--- src/rtl/uart_tx.sv ---
// rtl/uart_tx.sv - serial transmitter: start, LSB-first payload, optional even parity, stop
// Optional parity stage is built when UART_TX_PARITY_EN is defined.
module uart_tx #(
  parameter int CLKS_PER_BIT = 16,
  parameter int DATA_BITS    = 8
) (
  input  logic                 clock,
  input  logic                 reset,
  input  logic                 send,
  input  logic [DATA_BITS-1:0] data,
  output logic                 tx,
  output logic                 ready,
  output logic                 done
);

  localparam int CNT_W = (CLKS_PER_BIT > 1) ? $clog2(CLKS_PER_BIT) : 1;
  localparam int IDX_W = $clog2(DATA_BITS);
  localparam logic [CNT_W-1:0] CNT_LAST = CNT_W'(CLKS_PER_BIT - 1);
  localparam logic [IDX_W-1:0] IDX_LAST = IDX_W'(DATA_BITS - 1);

`ifdef UART_TX_PARITY_EN
  typedef enum logic [2:0] {IDLE, START, DATA, PARITY, STOP} state_t;
`else
  typedef enum logic [2:0] {IDLE, START, DATA, STOP} state_t;
`endif

  state_t               state;
  logic [CNT_W-1:0]     cnt;
  logic [IDX_W-1:0]     bit_idx;
  logic [DATA_BITS-1:0] shift_reg;
`ifdef UART_TX_PARITY_EN
  logic                 parity_bit;
`endif

  logic bit_end;
  assign bit_end = (cnt == CNT_LAST);

  always_ff @(posedge clock or posedge reset) begin
    if (reset) begin
      state     <= IDLE;
      cnt       <= '0;
      bit_idx   <= '0;
      shift_reg <= '0;
      tx        <= 1'b1;
      ready     <= 1'b1;
      done      <= 1'b0;
`ifdef UART_TX_PARITY_EN
      parity_bit <= 1'b0;
`endif
    end else begin
      done <= 1'b0;
      case (state)
        IDLE: begin
          if (send) begin
            shift_reg <= data;
`ifdef UART_TX_PARITY_EN
            parity_bit <= ^data;
`endif
            cnt     <= '0;
            bit_idx <= '0;
            state   <= START;
            tx      <= 1'b0;
            ready   <= 1'b0;
          end
        end
        START: begin
          if (bit_end) begin
            cnt   <= '0;
            state <= DATA;
            tx    <= shift_reg[0];
          end else begin
            cnt <= cnt + 1'b1;
          end
        end
        DATA: begin
          if (bit_end) begin
            cnt <= '0;
            if (bit_idx == IDX_LAST) begin
`ifdef UART_TX_PARITY_EN
              state <= PARITY;
              tx    <= parity_bit;
`else
              state <= STOP;
              tx    <= 1'b1;
`endif
            end else begin
              // tx is registered, so present the next bit before shifting it down
              bit_idx   <= bit_idx + 1'b1;
              shift_reg <= shift_reg >> 1;
              tx        <= shift_reg[1];
            end
          end else begin
            cnt <= cnt + 1'b1;
          end
        end
`ifdef UART_TX_PARITY_EN
        PARITY: begin
          if (bit_end) begin
            cnt   <= '0;
            state <= STOP;
            tx    <= 1'b1;
          end else begin
            cnt <= cnt + 1'b1;
          end
        end
`endif
        STOP: begin
          if (bit_end) begin
            cnt   <= '0;
            state <= IDLE;
            tx    <= 1'b1;
            ready <= 1'b1;
            done  <= 1'b1;
          end else begin
            cnt <= cnt + 1'b1;
          end
        end
        default: begin
          state <= IDLE;
          cnt   <= '0;
          tx    <= 1'b1;
          ready <= 1'b1;
        end
      endcase
    end
  end

endmodule

--- config.mk ---
export PLATFORM = sky130hd
export DESIGN_NAME = uart_tx
export DESIGN_NICKNAME = d
export VERILOG_FILES = /design/src/rtl/uart_tx.sv
export SDC_FILE = /design/constraint.sdc
export NUM_CORES = 1
export LEC_CHECK = 0
export CORE_UTILIZATION = 57
export DETAILED_ROUTE_END_ITERATION = 8
export PLACE_DENSITY = 0.82
export SYNTH_ARGS = -nofsm -noshare
export SYNTH_HDL_FRONTEND = slang
export SYNTH_SLANG_ARGS = --single-unit
--- constraint.sdc ---
create_clock -name clock -period 3.7 [get_ports clock]
set_input_delay 0.74 -clock clock [delete_from_list [all_inputs] [get_ports clock]]
set_output_delay 0.74 -clock clock [all_outputs]
set_load 0.05 [all_outputs]
# [Yosys cells after proc, flatten, opt, wreduce, memory -nomap -nowiden]
# Cells that the tools add are included.
[classes] n_mux=26 n_bitwise=1 n_eq_ne=11 add_sub_neg=2 reduce_logical=8
[ops] cell="2-to-1 mux 3 bit" n=8
[ops] cell="2-to-1 mux 8 bit" n=3
[ops] cell="case mux 8 bit (2 select lines)" n=1
[ops] cell="!= test 2 bit (second input constant)" n=6
[ops] cell="case mux 3 bit (4 select lines)" n=1
[ops] cell="2-to-1 mux 4 bit" n=2
[ops] cell="case mux 4 bit (2 select lines)" n=1
[ops] cell="AND reduction 4 bit" n=2
[ops] cell="2-to-1 mux 1 bit" n=7
[ops] cell="equality test 3 x 2 -> 1 bit (second input constant)" n=2
[ops] cell="case mux 3 bit (2 select lines)" n=1
[ops] cell="AND reduction 5 bit" n=1
[ops] cell="adder 4 x 1 -> 4 bit (second input constant)" n=1
[ops] cell="equality test 4 bit (second input constant)" n=1
[ops] cell="case mux 1 bit (4 select lines)" n=1
[ops] cell="adder 3 x 1 -> 3 bit (second input constant)" n=1
[ops] cell="equality test 3 x 1 -> 1 bit (second input constant)" n=1
[ops] cell="equality test 3 bit (second input constant)" n=1
[ops] cell="zero test 3 bit" n=1
[ops] cell="case mux 1 bit (3 select lines)" n=1
[ops] cell="AND reduction 3 bit" n=1
[ops] cell="OR reduction 3 bit" n=1
[ops] cell="nonzero test 2 bit" n=1
[ops] cell="OR reduction 2 bit" n=1
[ops] cell="inverter 1 bit" n=1
[totals] out_inout_bits=3 regBits=21 input_bits=11 word_cells=55

# [Longest topological paths before layout]
# Gate-level depths: netlist (run 1).
[depth] word_depth=4 mapped_depth=8 mapped_depth_nobuf=6

# [Least setup slack after synthesis (run 1)]
# Ideal clock, no wire load.
[synth_path] path_kind="flip-flop to flip-flop" from="reg state[0]" to="reg state[1]" stages_incl_launch_ff=7 setup_ns=0.125 path_slack_ns=1.912 period_less_slack_ns=1.788 t_arrival_ns=1.663 path_buffers=0 required_ns=3.575 path_cell_list="dfrtp_1 -> inv_1 -> ha_1 -> or3_1 -> a21oi_2 -> o21ai_2 -> mux2_4"
[synth_via] elab_chain_len=3 elab_cells_between_ends=11 classes_between="8 x eq/ne; 1 x mux; 2 x reduce/logical"
[synth_rtl] item="start, declared" line="27" source="state_t state;"
[synth_rtl] item="start signal, assigned" line="40" source="state <= IDLE;"
[synth_rtl] item="start signal, assigned" line="61" source="state <= START;"
[synth_rtl] item="start signal, assigned" line="69" source="state <= DATA;"
[synth_rtl] item="equality test 3 x 2 -> 1 bit, or another cell as far along" line="52" source="case (state)"
[synth_rtl] item="!= test 2 bit (no source line)"
[synth_rtl] item="AND reduction 5 bit (no source line)"
# Parallel ways exist; a longest one is shown, timed or not.
# A chain may end at the register's enable or synchronous reset.

# [Worst setup path after layout (run 1)]
[layout_path] from="reg tx" to="out tx"
[layout_lines] item="start, declared" line="11" source="output logic tx,"
[layout_lines] item="start signal, assigned" line="70" source="tx <= shift_reg[0];"
[layout_lines] item="start signal, assigned" line="90" source="tx <= shift_reg[1];"
# No word-level cell between the ends.

==> out/qor.yml, run 1 <==
maxCapViolations: 0
clock_latency_ns: 0.30
portBuffers: 13
crit_slowest_cell: "clkdlybuf4s50_1"
wire_per_inst_um: 12.95
cp-end-kind: "output port"
worstPathRequired_ns: 2.96
hold_viol_final: 0
dp_slack_ns: 1.131
finalSetupTns_ns: 0
crit_path_max_incr_delay_ns: 0.79
nets: 144
slew_headroom: 0.4945
ys_ff_latch: 20
hpwlAfterDp_um: 1408
seq_power_share: 0.526
p_switching_mw: 0.08142
rows: 15
max_freq_ghz: 0.4194
die-width_um: 45.85
syn_inst: 109
post_cts_buffers: 0
io_pins: 14
finalWirelength_um: 1903
vdd_drop_max_mv: 0.2528
swShare: 0.1910
ys_seq_area_frac: 0.4589
antenna_found_initial: 0
dpl_cell_area_um2: 1230
viasPerCell: 5.279
power.density_nw_per_um2: 332.3
worst_pin_slew_ns: 0.7568
crit_chain: "clkdlybuf4s50_1"
htree_levels: 1
diodes: 0
postCtsHoldBufs: 0
fin_worst_skew_ns: 0.001833
power_mw: 0.4262
clock-root-buffer: "clkbuf_4"
grt_max_degree: 23
syn-cell-area_um2: 1096
largest_reg_flops: 8
postSynth.asyncResetShare: 1.000
cp.arrival_ns: 1.64
gp_congestion: 0.6958
hold_path_class: "reg2reg"
fin_ws_ns: 1.316
path_class: "reg2out"
fin_crit_ns: 2.384
syn-num-nets: 130
mostFrequentLayoutCell: "dfrtp_1"
fin_cells: 147
ys.flop_type: "dfrtp_1"
fp.coreArea_um2: 1764
die_area_um2: 2102
grt_pass1_wl_um: 3229
die_h_um: 45.85
place_inst: 143
track_usage: 0.2254
synth_warnings: 0
p_leak_nw: 0.6272
synth.distinct_cells: 28
routed-via-count: 776
clock_path_buffers: 2
p_comb_frac: 0.055
layout_common_cells: "18 x dfrtp_1, 13 x clkdlybuf4s50_1, 11 x nor2_1, 11 x o21ai_1"
initial_core_util: 0.6213
p_int_mw: 0.3448
critPathLaunchType: "register"
setup_violations: 0
grt_pass1_vias: 747
fin_crit_sh: 0.6444
status: "finished, final reports clean"
syn2layout_area_growth_pct: 17.01
drv_slew: 0
cts_tree: "built"
drc: 0
clock-sinks: 20
postLayoutCellArea_um2: 1282
path_max_fanout: 2
grt-ovfl-total: 0
critPathTopFamily: "buffers and inverters"
rsz0062_at_grt: "no"
drtPass1Iterations: 4
synth-edff-count: 0
avgSynthCellArea_um2: 10.06
numCtsBuffers: 3
critPathBufInv: 1
antenna_left: 0
drt_iter0_markers: 19
clkPwrFrac: 0.419
drive_gt1_frac: 0.09016
cts_resized: 0
clk_pin_slew_ns: 0.11
-- power by group through the flow --
stage	clock network, mW	logic, mW	registers (mW)
after global routing	0.191	0.0266	0.225
after detailed placement	0	0.0238	0.228
final	0.179	0.0234	0.224
after floorplan	0	0.00797	0.230
after CTS	0.182	0.0239	0.224
after global placement	0	0.0232	0.228
-- stage by stage --
stage | utilization | hold WS, ns
after floorplan | - | 0.4704
after detailed placement | 0.6972 | 0.4875
after global placement | 0.6972 | 0.4747
final | 0.7270 | 0.4972
after global routing | 0.7270 | 0.5318
after CTS | 0.7270 | 0.5041
-- worst reg2reg max path, stage by stage (launching register included) --
cell and delay (ns):
dfrtp_1 0.44, inv_1 0.18, ha_1 0.25, nor2b_1 0.64, o32ai_4 0.35, nor2_1 0.19, a21oi_1 0.06
-- path summary, 6_finish.rpt --
check | from | endpoint | slack [ns] | depth (start not counted)
setup reg to reg | state[0] | shift_reg[2] | 1.45 | 6
setup / recovery | tx | tx | 1.32 | 1
min in group asynchronous | reset | cnt[2] | 0.85 | 2
max in group asynchronous | reset | shift_reg[7] | 2.39 | 2
hold reg to reg | ready | ready | 0.50 | 2
hold / removal | ready | ready | 0.50 | 2
-- routing by layer --
layer,vias up,GRT usage,part of all wire
met1,362,0.2532,0.42
li1,395,-,-
met3,4,0.04762,0.030
met4,0,0.08824,0.018
met2,15,0.4085,0.53
met5,-,0,0
-- synthesized netlist by cell type, types with 2 or more instances --
cell | count | share of area
o21ai_1 | 11 | 0.050
a21oi_1 | 9 | 0.041
ha_1 | 10 | 0.11
nor2_1 | 11 | 0.038
nand2b_1 | 2 | 0.011
nand3_1 | 5 | 0.023
nand2_1 | 6 | 0.021
dfstp_2 | 2 | 0.048
mux2i_1 | 8 | 0.073
dfrtp_1 | 18 | 0.41
inv_1 | 10 | 0.034
-- cell families (layout without fill, tap and decap cells) --
logic type               Yosys count  in the layout  synth area share
adder cells (fa/ha/maj)           10             10            0.1142
AND/OR/NAND/NOR                   29             29            0.1244
buffers and inverters             14             27           0.05936
flip-flops                        20             20            0.4589
AO/OA/AOI/OAI                     27             27            0.1564
multiplexers                       9              9           0.08676
-- final cells by class --
type / instances / area, µm²
timing repair buffer: 13 / 130.1
clock buffer: 3 / 22.52
clock inverter: 1 / 30.03
fill: 145 / 481.7
tap: 25 / 31.28
inverter: 10 / 37.54
multi-input combinational: 75 / 528.0
sequential: 20 / 503.0
No activity file was read; power rests on OpenSTA's default activity.
==> run 2: changes to the inputs <==
--- a/config.mk
+++ b/config.mk
@@ -5,9 +5,10 @@
 export SDC_FILE = /design/constraint.sdc
 export NUM_CORES = 1
 export LEC_CHECK = 0
-export CORE_UTILIZATION = 57
+export CORE_ASPECT_RATIO = 1.75
+export CORE_UTILIZATION = 48
 export DETAILED_ROUTE_END_ITERATION = 8
-export PLACE_DENSITY = 0.82
+export PLACE_DENSITY = 0.74
 export SYNTH_ARGS = -nofsm -noshare
 export SYNTH_HDL_FRONTEND = slang
 export SYNTH_SLANG_ARGS = --single-unit
==> constraint.sdc (replaced) <==
create_clock -name clock -period 2 [get_ports clock]
set_input_delay 0.4 -clock clock [delete_from_list [all_inputs] [get_ports clock]]
set_output_delay 0.4 -clock clock [all_outputs]
set_load 0.05 [all_outputs]
==> run 2 against run 1 <==
Total power rose by 63%. First-iteration DRC count did not move. Clock skew rose by 0.0036 ns. Sequential share of layout area fell by 1.0 points. Register-to-register slack got worse by 1.4 ns. Count of clock-buffer cells in the layout rose by 1. Setup slack got worse by 1.2 ns. Highest routed layer unchanged.
==> out/qor.yml, run 2 (same netlist as run 1, synthesis figures left out) <==
status: "finished, final reports clean"
reg2reg_from: "state[0]"
htree_levels: 1  # unchanged
fin_crit_ns: 1.908
dp_slack_ns: 0.08312  # -1.048 ns
cts_resized: 0  # unchanged
hold_viol_final: 0  # unchanged
cp-end-kind: "register"
clock_latency_ns: 0.30  # about the same
track_usage: 0.1871  # -0.03823
hpwlAfterDp_um: 1434  # +1.8%
fp.coreArea_um2: 2120  # +20%
worst_pin_slew_ns: 0.4893  # -0.2674 ns
drtPass1Iterations: 4  # unchanged
path_max_fanout: 5  # +3
cp.arrival_ns: 2.11  # +0.47 ns
hold_path_class: "in2async"
mostFrequentLayoutCell: "dfrtp_1"
clock-root-buffer: "clkbuf_4"
io_pins: 14  # unchanged
setup_violations: 0  # unchanged
path_class: "reg2reg"
die-width_um: 38.12  # -17%
clock-sinks: 20  # unchanged
layout_common_cells: "18 x dfrtp_1, 11 x nor2_1, 11 x o21ai_1, 11 x clkdlybuf4s50_1"
finalWirelength_um: 1907  # +0.21%
gp_congestion: 0.7877  # +13%
numCtsBuffers: 3  # unchanged
fillCellCount: 176  # +21%
drt_iter0_markers: 19  # unchanged
vdd_drop_max_mv: 0.5033  # +99%
largest_reg_flops: 8  # unchanged
grt_pass1_wl_um: 3298  # +2.1%
multiInputGateArea_um2: 528.0  # unchanged
clk_pin_slew_ns: 0.11  # about the same
portBuffers: 13  # unchanged
wire_per_inst_um: 12.55  # -3.1%
power.density_nw_per_um2: 527.5  # +59%
drv_slew: 0  # unchanged
grt_pass1_vias: 830  # +11%
regToRegSetupSlack_ns: 0.09  # -1.36 ns
p_leak_nw: 0.6543  # +4.3%
max_freq_ghz: 0.5242
viasPerCell: 5.342  # +1.2%
routed-via-count: 812  # +4.6%
grt-ovfl-total: 0  # unchanged
rows: 22  # +7
reg2reg_depth: 6  # unchanged
r2r_end: "state[1]"
fin_ws_ns: 0.09217  # -1.224 ns
syn2layout_area_growth_pct: 20.21
fin_cells: 152  # +3.4%
worstPathRequired_ns: 2.20  # -0.76 ns
grt_max_degree: 23  # unchanged
diodes: 0  # unchanged
slew_headroom: 0.6728  # +0.1783
cts_tree: "built"
initial_core_util: 0.5171  # -0.1042
antenna_left: 0  # unchanged
antenna_found_initial: 0  # unchanged
critPathLaunchType: "register"
regArea_um2: 503.0  # unchanged
fin_crit_sh: 0.9539
clock_path_buffers: 2  # unchanged
nets: 150  # +4.2%
die_area_um2: 2486  # +18%
fin_worst_skew_ns: 0.005443  # +0.003609 ns
drive_gt1_frac: 0.1484  # +0.05827
maxCapViolations: 0  # unchanged
die_h_um: 65.22  # +42%
place_inst: 146  # +2.1%
drc: 0  # unchanged
-- run 2: worst max path at each step --
| stage | startpoint | to | cells past startpoint |
|---|---|---|---|
| 2_1_floorplan | state[0] | state[1] | 6 |
| 3_3_place_gp | state[0] | state[1] | 6 |
| 3_5_place_dp | state[0] | state[1] | 6 |
| 4_1_cts | state[0] | state[1] | 6 |
| 5_1_grt | state[0] | state[1] | 6 |
| 6_report | state[0] | state[1] | 6 |
-- run 2: cell type report --
cell class                 instances  share of cell area
tap                               24             0.02279
timing repair buffer              19              0.1387
sequential                        20              0.3818
inverter                          10             0.02849
multi-input combinational         75              0.4008
clock buffer                       4             0.02754
-- run 2: metal layers --
layer  GRT usage  vias up  share of wire
li1            -      409              -
met1      0.1924      375           0.40
met2      0.3326       20           0.54
met3     0.03041        8          0.028
met4      0.1071        0          0.034
met5           0        -              0
-- run 2: what timing repair did --
item                                    4_1_cts  5_1_grt
hold buffers                                  0        0
buffers inserted                              0        2
endpoints found under the setup margin        0        1
-- run 2: report_power, final --
part           internal (mW)  switching, mW
logic                 0.0249         0.0196
registers              0.411        0.00360
clock network          0.111          0.124
total                  0.547          0.148
-- run 2: critical path: stages, from the launching register on --
cell     delay [ns]
dfrtp_1        0.42
inv_1          0.12
ha_1           0.26
or3_1          0.41
a21oi_2        0.19
o21ai_2        0.11
mux2_4         0.30
-- run 2: through the flow --
step | setup TNS (ns) | utilization | cell area (µm²) | hold WS [ns] | power (mW)
after floorplan | 0 | - | 1096 | 0.3623 | 0.4403
after global placement | 0 | 0.5974 | 1266 | 0.4756 | 0.4671
after detailed placement | 0 | 0.5974 | 1266 | 0.4837 | 0.4682
after CTS | 0 | 0.6145 | 1303 | 0.4138 | 0.7011
after global routing | -0.01270 | 0.6216 | 1318 | 0.4501 | 0.7290
final | 0 | 0.6216 | 1318 | 0.4062 | 0.6949
